$ cat config.mk
export PLATFORM = sky130hd
export DESIGN_NAME = loop
export DESIGN_NICKNAME = d
export VERILOG_FILES = /design/src/rtl/loop.sv
export SDC_FILE = /design/constraint.sdc
export NUM_CORES = 1
export LEC_CHECK = 0
export BUFFER_PORTS_ARGS = -buffer_cell sky130_fd_sc_hd__buf_4
export CAP_MARGIN = 20
export CORE_ASPECT_RATIO = 1.1
export CORE_MARGIN = 2
export CORE_UTILIZATION = 40
export DETAILED_ROUTE_END_ITERATION = 8
export HOLD_SLACK_MARGIN = 0.12
export PLACE_DENSITY = 0.64
export SYNTH_ARGS = -nofsm -noshare
export SYNTH_HDL_FRONTEND = slang
export SYNTH_SLANG_ARGS = --single-unit
$ cat constraint.sdc
create_clock -name clk -period 2.7 [get_ports clk]
set_input_delay 0 -clock clk [delete_from_list [all_inputs] [get_ports clk]]
set_output_delay 0 -clock clk [all_outputs]
set_load 0.01 [all_outputs]
$ cat src/rtl/loop.sv
// -----------------------------------------------------------------------------
// loop -- handshake liveness / heartbeat block
//
// Purpose:
//   An internal initiator and an internal responder run a continuous 4-phase
//   req/rsp handshake. Each completed handshake pulses `done`. A watchdog
//   counts the cycles since the last `done`. The registered `ack` output
//   reports that the loop is alive and is still completing handshakes.
//
// Ports:
//   clk  in   1  clock, all state updates on the rising edge
//   rst  in   1  asynchronous, active-low reset (rst=0 clears all state at once)
//   ack  out  1  loop-alive flag, registered
//
// Parameters:
//   RESP_DELAY  cycles the responder waits after seeing req=1 before it
//               raises rsp (legal range 1..7)
//   WDOG_LIMIT  maximum cycles between completions before ack drops
//   CNT_W       width of the completed-handshake counter (wraps)
//
// Handshake contract (4-phase, both wires registered):
//   The initiator raises req and holds it until it sees rsp=1. It then drops
//   req and waits for rsp=0, which completes one handshake. The responder
//   raises rsp RESP_DELAY cycles after it sees req=1 and holds rsp until it
//   sees req=0. Neither side looks at its own output, and each side reacts
//   only to the other side's flop. So the loop has no combinational cycle.
//   The period is RESP_DELAY+5 cycles.
// -----------------------------------------------------------------------------
module loop #(
    parameter int RESP_DELAY = 2,
    parameter int WDOG_LIMIT = 12,
    parameter int CNT_W      = 8
) (
    input  logic clk,
    input  logic rst,
    output logic ack
);

    // Initiator states
    localparam logic [1:0] I_IDLE = 2'd0;
    localparam logic [1:0] I_REQ  = 2'd1;
    localparam logic [1:0] I_DROP = 2'd2;

    // Responder states
    localparam logic [1:0] R_IDLE = 2'd0;
    localparam logic [1:0] R_WAIT = 2'd1;
    localparam logic [1:0] R_ACK  = 2'd2;

    // The watchdog only needs to reach WDOG_LIMIT, because it saturates there.
    localparam int              WD_W      = $clog2(WDOG_LIMIT + 1);
    localparam logic [WD_W-1:0] WD_MAX    = WD_W'(WDOG_LIMIT);
    localparam logic [2:0]      DCNT_LAST = 3'(RESP_DELAY - 1);

    // -------------------------------------------------------------------------
    // State
    // -------------------------------------------------------------------------
    logic [1:0]       i_state_q, i_state_d;
    logic             req_q, req_d;
    logic             done_q, done_d;

    logic [1:0]       r_state_q, r_state_d;
    logic             rsp_q, rsp_d;
    logic [2:0]       dcnt_q, dcnt_d;

    logic [WD_W-1:0]  wdog_q, wdog_d;
    logic [CNT_W-1:0] hs_count_q, hs_count_d;
    logic             ack_q, ack_d;

    // This is the responder's rsp as the initiator sees it. It is a separate
    // net, so the rsp path into the initiator has one clear observation point.
    logic             rsp_line;
    assign rsp_line = rsp_q;

    // -------------------------------------------------------------------------
    // Initiator
    // -------------------------------------------------------------------------
    always_comb begin
        i_state_d = i_state_q;
        req_d     = req_q;
        done_d    = 1'b0;
        case (i_state_q)
            I_IDLE: begin
                i_state_d = I_REQ;
                req_d     = 1'b1;
            end
            I_REQ: begin
                req_d = 1'b1;
                if (rsp_line) begin
                    i_state_d = I_DROP;
                    req_d     = 1'b0;
                end
            end
            I_DROP: begin
                req_d = 1'b0;
                if (!rsp_line) begin
                    i_state_d = I_IDLE;
                    done_d    = 1'b1;
                end
            end
            default: begin
                // An unused encoding goes back to idle with req low.
                i_state_d = I_IDLE;
                req_d     = 1'b0;
            end
        endcase
    end

    // -------------------------------------------------------------------------
    // Responder
    // -------------------------------------------------------------------------
    always_comb begin
        r_state_d = r_state_q;
        rsp_d     = rsp_q;
        dcnt_d    = dcnt_q;
        case (r_state_q)
            R_IDLE: begin
                rsp_d = 1'b0;
                if (req_q) begin
                    r_state_d = R_WAIT;
                    dcnt_d    = 3'd0;
                end
            end
            R_WAIT: begin
                rsp_d = 1'b0;
                if (dcnt_q == DCNT_LAST) begin
                    r_state_d = R_ACK;
                    rsp_d     = 1'b1;
                end else begin
                    dcnt_d = dcnt_q + 3'd1;
                end
            end
            R_ACK: begin
                rsp_d = 1'b1;
                if (!req_q) begin
                    r_state_d = R_IDLE;
                    rsp_d     = 1'b0;
                end
            end
            default: begin
                r_state_d = R_IDLE;
                rsp_d     = 1'b0;
                dcnt_d    = 3'd0;
            end
        endcase
    end

    // -------------------------------------------------------------------------
    // Completion counter, watchdog and alive flag.
    // These all react to the registered done pulse.
    // -------------------------------------------------------------------------
    always_comb begin
        hs_count_d = hs_count_q;
        if (done_q) begin
            // Wraps silently at 2^CNT_W.
            hs_count_d = hs_count_q + 1'b1;
        end
    end

    always_comb begin
        wdog_d = wdog_q;
        if (done_q) begin
            wdog_d = '0;
        end else if (wdog_q != WD_MAX) begin
            wdog_d = wdog_q + 1'b1;
        end
    end

    always_comb begin
        ack_d = ack_q;
        // A completion takes priority over an expired watchdog in the same cycle.
        if (done_q) begin
            ack_d = 1'b1;
        end else if (wdog_q == WD_MAX) begin
            ack_d = 1'b0;
        end
    end

    // -------------------------------------------------------------------------
    // Registers
    // -------------------------------------------------------------------------
    always_ff @(posedge clk or negedge rst) begin
        if (!rst) begin
            i_state_q  <= I_IDLE;
            req_q      <= 1'b0;
            done_q     <= 1'b0;
            r_state_q  <= R_IDLE;
            rsp_q      <= 1'b0;
            dcnt_q     <= 3'd0;
            wdog_q     <= '0;
            hs_count_q <= '0;
            ack_q      <= 1'b0;
        end else begin
            i_state_q  <= i_state_d;
            req_q      <= req_d;
            done_q     <= done_d;
            r_state_q  <= r_state_d;
            rsp_q      <= rsp_d;
            dcnt_q     <= dcnt_d;
            wdog_q     <= wdog_d;
            hs_count_q <= hs_count_d;
            ack_q      <= ack_d;
        end
    end

    assign ack = ack_q;

endmodule

==> results.json <==
{
  "status": "finished, final reports clean",
  "worst_pin_slew_ns": 0.663,
  "std_cell_rows": 16,
  "cap_violations": 0,
  "drt_iter0_drc": 2,
  "vias_per_cell": 5.01,
  "end_kind": "register",
  "die_x_um": 46.6,
  "critPathMaxFanout": 7,
  "final_antenna_net_count": 0,
  "nNetsFinal": 90,
  "ios": 3,
  "synth_top_family_by_area": "simple AND/OR/NAND/NOR gates",
  "drt-wirelength-per-cell_um": 11.0,
  "period_needed_ns": 1.58,
  "ff2ff_path_depth": 5,
  "synthArstFlopShare_pct": 100,
  "grt_pass1_vias": 485,
  "worstPathArrival_ns": 1.75,
  "ys.flop_type": "dfrtp_1",
  "place.gp.congestion": 0.762,
  "timing.fmax_mhz": 635,
  "fin_util_pct": 48.6,
  "power_density_nw_per_um2": 406,
  "n_antenna_cell": 0,
  "setup_tns_ns": 0,
  "io_buffers": 2,
  "die-area_sq_um": 2370,
  "min_from": "i_state_q[1]",
  "clkTransAtPathRegs_ns": 0.09,
  "final_cell_count_no_fill": 106,
  "r2r_start": "r_state_q[0]",
  "cts.sinks": 15,
  "path_class": "register to register",
  "slew_viol_final": 0,
  "syn_to_final_growth_pct": 11.0,
  "hold-path-cell-count": 1,
  "finalClockSkew_ns": 0.00263,
  "synth.yosys.seq_area_share_pct": 47.1,
  "start_util_pct": 43.7,
  "die_h_um": 50.8,
  "overflow": 0,
  "cts_buffers": 3,
  "yosys.area_share.simple_pct": 19.0,
  "period_share_pct": 58.4,
  "synth_edf_count": 0,
  "route.vias.total": 531,
  "p_leak_nw": 0.409,
  "dp_hpwl_um": 829,
  "synth_area_sq_um": 797,
  "clock-root-buffer": "clkbuf_4",
  "worstHoldEndpoint": "req_q",
  "setup_viol": 0,
  "cts_tree": "done",
  "grt_pass1_wl_mm": 2.08,
  "relSlewSlack_pct": 55.6,
  "synthMuxAreaShare_pct": 4.08,
  "clock_latency_ns": 0.28,
  "ys_types": 32,
  "antenna_found_initial": 0,
  "syn_area_per_cell_sq_um": 11.1,
  "yosys.area_share.adder_pct": 12.6,
  "h-tree-depth": 1,
  "ir_worst_vdd_mv": 0.233,
  "r2r_end": "r_state_q[0]",
  "reg2reg_setup_slack_ns": 1.12,
  "final-hold-violation-count": 0,
  "rsz0062_at_grt": "false",
  "crit_required_ns": 2.87,
  "grt_start_max_net_pins": 16,
  "synth_compound_area_share_pct": 11.8,
  "fp.coreArea_sq_um": 1820,
  "synthCells": 72,
  "synthXorXnorAreaFrac_pct": 2.20,
  "post_cts_buffers": 0,
  "ys_seq_elements": 15,
  "hold_path.class": "register to register",
  "startpoint_type": "register",
  "drive_above_1_share_pct": 13.9,
  "routed_wl_mm": 1.17,
  "drt_pass1_iterations": 4,
  "track_usage_pct": 12.4,
  "dp_cells": 100,
  "yosysWarnings": 0,
  "drc": 0,
  "syn-num-nets": 82,
  "clock_path_buffers": 2
}
[stage by stage]
stage	power [mW]	worst slack, ns	hold WS, ns	cell area [sq um]
6_report	0.359	1.12	0.490	885
5_1_grt	0.378	1.05	0.510	885
4_1_cts	0.366	1.12	0.495	885
3_5_place_dp	0.235	1.13	-0.134	838
3_3_place_gp	0.235	1.17	-0.133	838
2_1_floorplan	0.229	1.22	-0.296	797
[area by class of cell]
| cell class | instances | area (sq um) |
|---|---|---|
| fillers | 168 | 937 |
| flip-flops and latches | 15 | 375 |
| well taps | 27 | 33.8 |
| repair buffers | 4 | 35.0 |
| clock buffers | 4 | 26.3 |
| multi-input cells | 51 | 395 |
| inverters | 5 | 18.8 |
[Yosys cell counts (all sizes together), types with 2 or more instances]
| master | n | area share (%) |
|---|---|---|
| a21oi | 4 | 3.0 |
| dfrtp | 15 | 47 |
| ha | 8 | 13 |
| inv | 5 | 2.4 |
| mux2 | 2 | 2.8 |
| nand2b | 2 | 1.9 |
| nand3 | 5 | 3.1 |
| nor2 | 5 | 2.4 |
| nor2b | 4 | 4.4 |
| nor3 | 2 | 1.3 |
| nor3b | 2 | 1.9 |
| o21ai | 2 | 1.3 |
| or4 | 2 | 1.9 |
[kinds of logic after synthesis]
logic type      after synthesis
flops                        15
compound gates               13
simple gates                 25
mux                           3
buf+inv                       6
xor+xnor                      2
fa+ha+maj                     8
[cell usage in the layout (no fill, tap or decap), drive strengths merged]
cell type,count
a21o,1
a21oi,4
a22oi,1
a31oi,1
a41o,1
and2,1
buf,2
clkbuf,4
dfrtp,15
dlygate4sd3,2
ha,8
inv,5
mux2,2
mux2i,1
nand2,1
nand2b,2
nand3,5
nor2,5
nor2b,4
nor3,2
nor3b,2
o211ai,1
o21a,1
o21ai,2
o31a,1
or2b,1
or4,2
xnor2,1
xor2,1
[critical path, stage by stage (launching register included)]
cell	delay (ns)
dfrtp_1	0.37
inv_1	0.09
ha_1	0.27
mux2_2	0.31
a21oi_2	0.11
mux2_1	0.32
[flip-flops by register name, indices dropped and copies added, names as in the netlist]
name,count
i_state_q,2
wdog_q,4
r_state_q,2
req_q,1
dcnt_q,3
done_q,1
ack,1
rsp_line,1
[routing by layer]
| layer | share of wire (%) | up-vias | GRT usage (%) |
|---|---|---|---|
| met5 | 0 | - | 0 |
| met4 | 1.2 | 0 | 7.14 |
| met3 | 1.2 | 2 | 3.18 |
| met2 | 48 | 2 | 18.5 |
| met1 | 50 | 261 | 15.7 |
| li1 | - | 266 | - |
[timing repair]
action	4_1_cts	5_1_grt
hold buffers	2	0
hold endpoints to repair	15	0
resized for setup	0	0
[power by group]
part | internal [mW] | total (mW) | leakage [nW] | switching, mW
combinational | 0.00280 | 0.00727 | 0.208 | 0.00446
clock | 0.0573 | 0.127 | 0.0150 | 0.0701
sequential | 0.224 | 0.224 | 0.186 | 0
[worst max path at each step]
stage | endpoint | slack (ns) | start
after floorplan | r_state_q[0] | 1.22 | r_state_q[0]
after global placement | r_state_q[0] | 1.17 | r_state_q[0]
after detailed placement | r_state_q[0] | 1.13 | r_state_q[0]
after CTS | r_state_q[0] | 1.12 | r_state_q[0]
after global routing | r_state_q[0] | 1.05 | r_state_q[0]
final | r_state_q[0] | 1.12 | r_state_q[0]
Note: power is estimated with default switching activity, not from simulation.
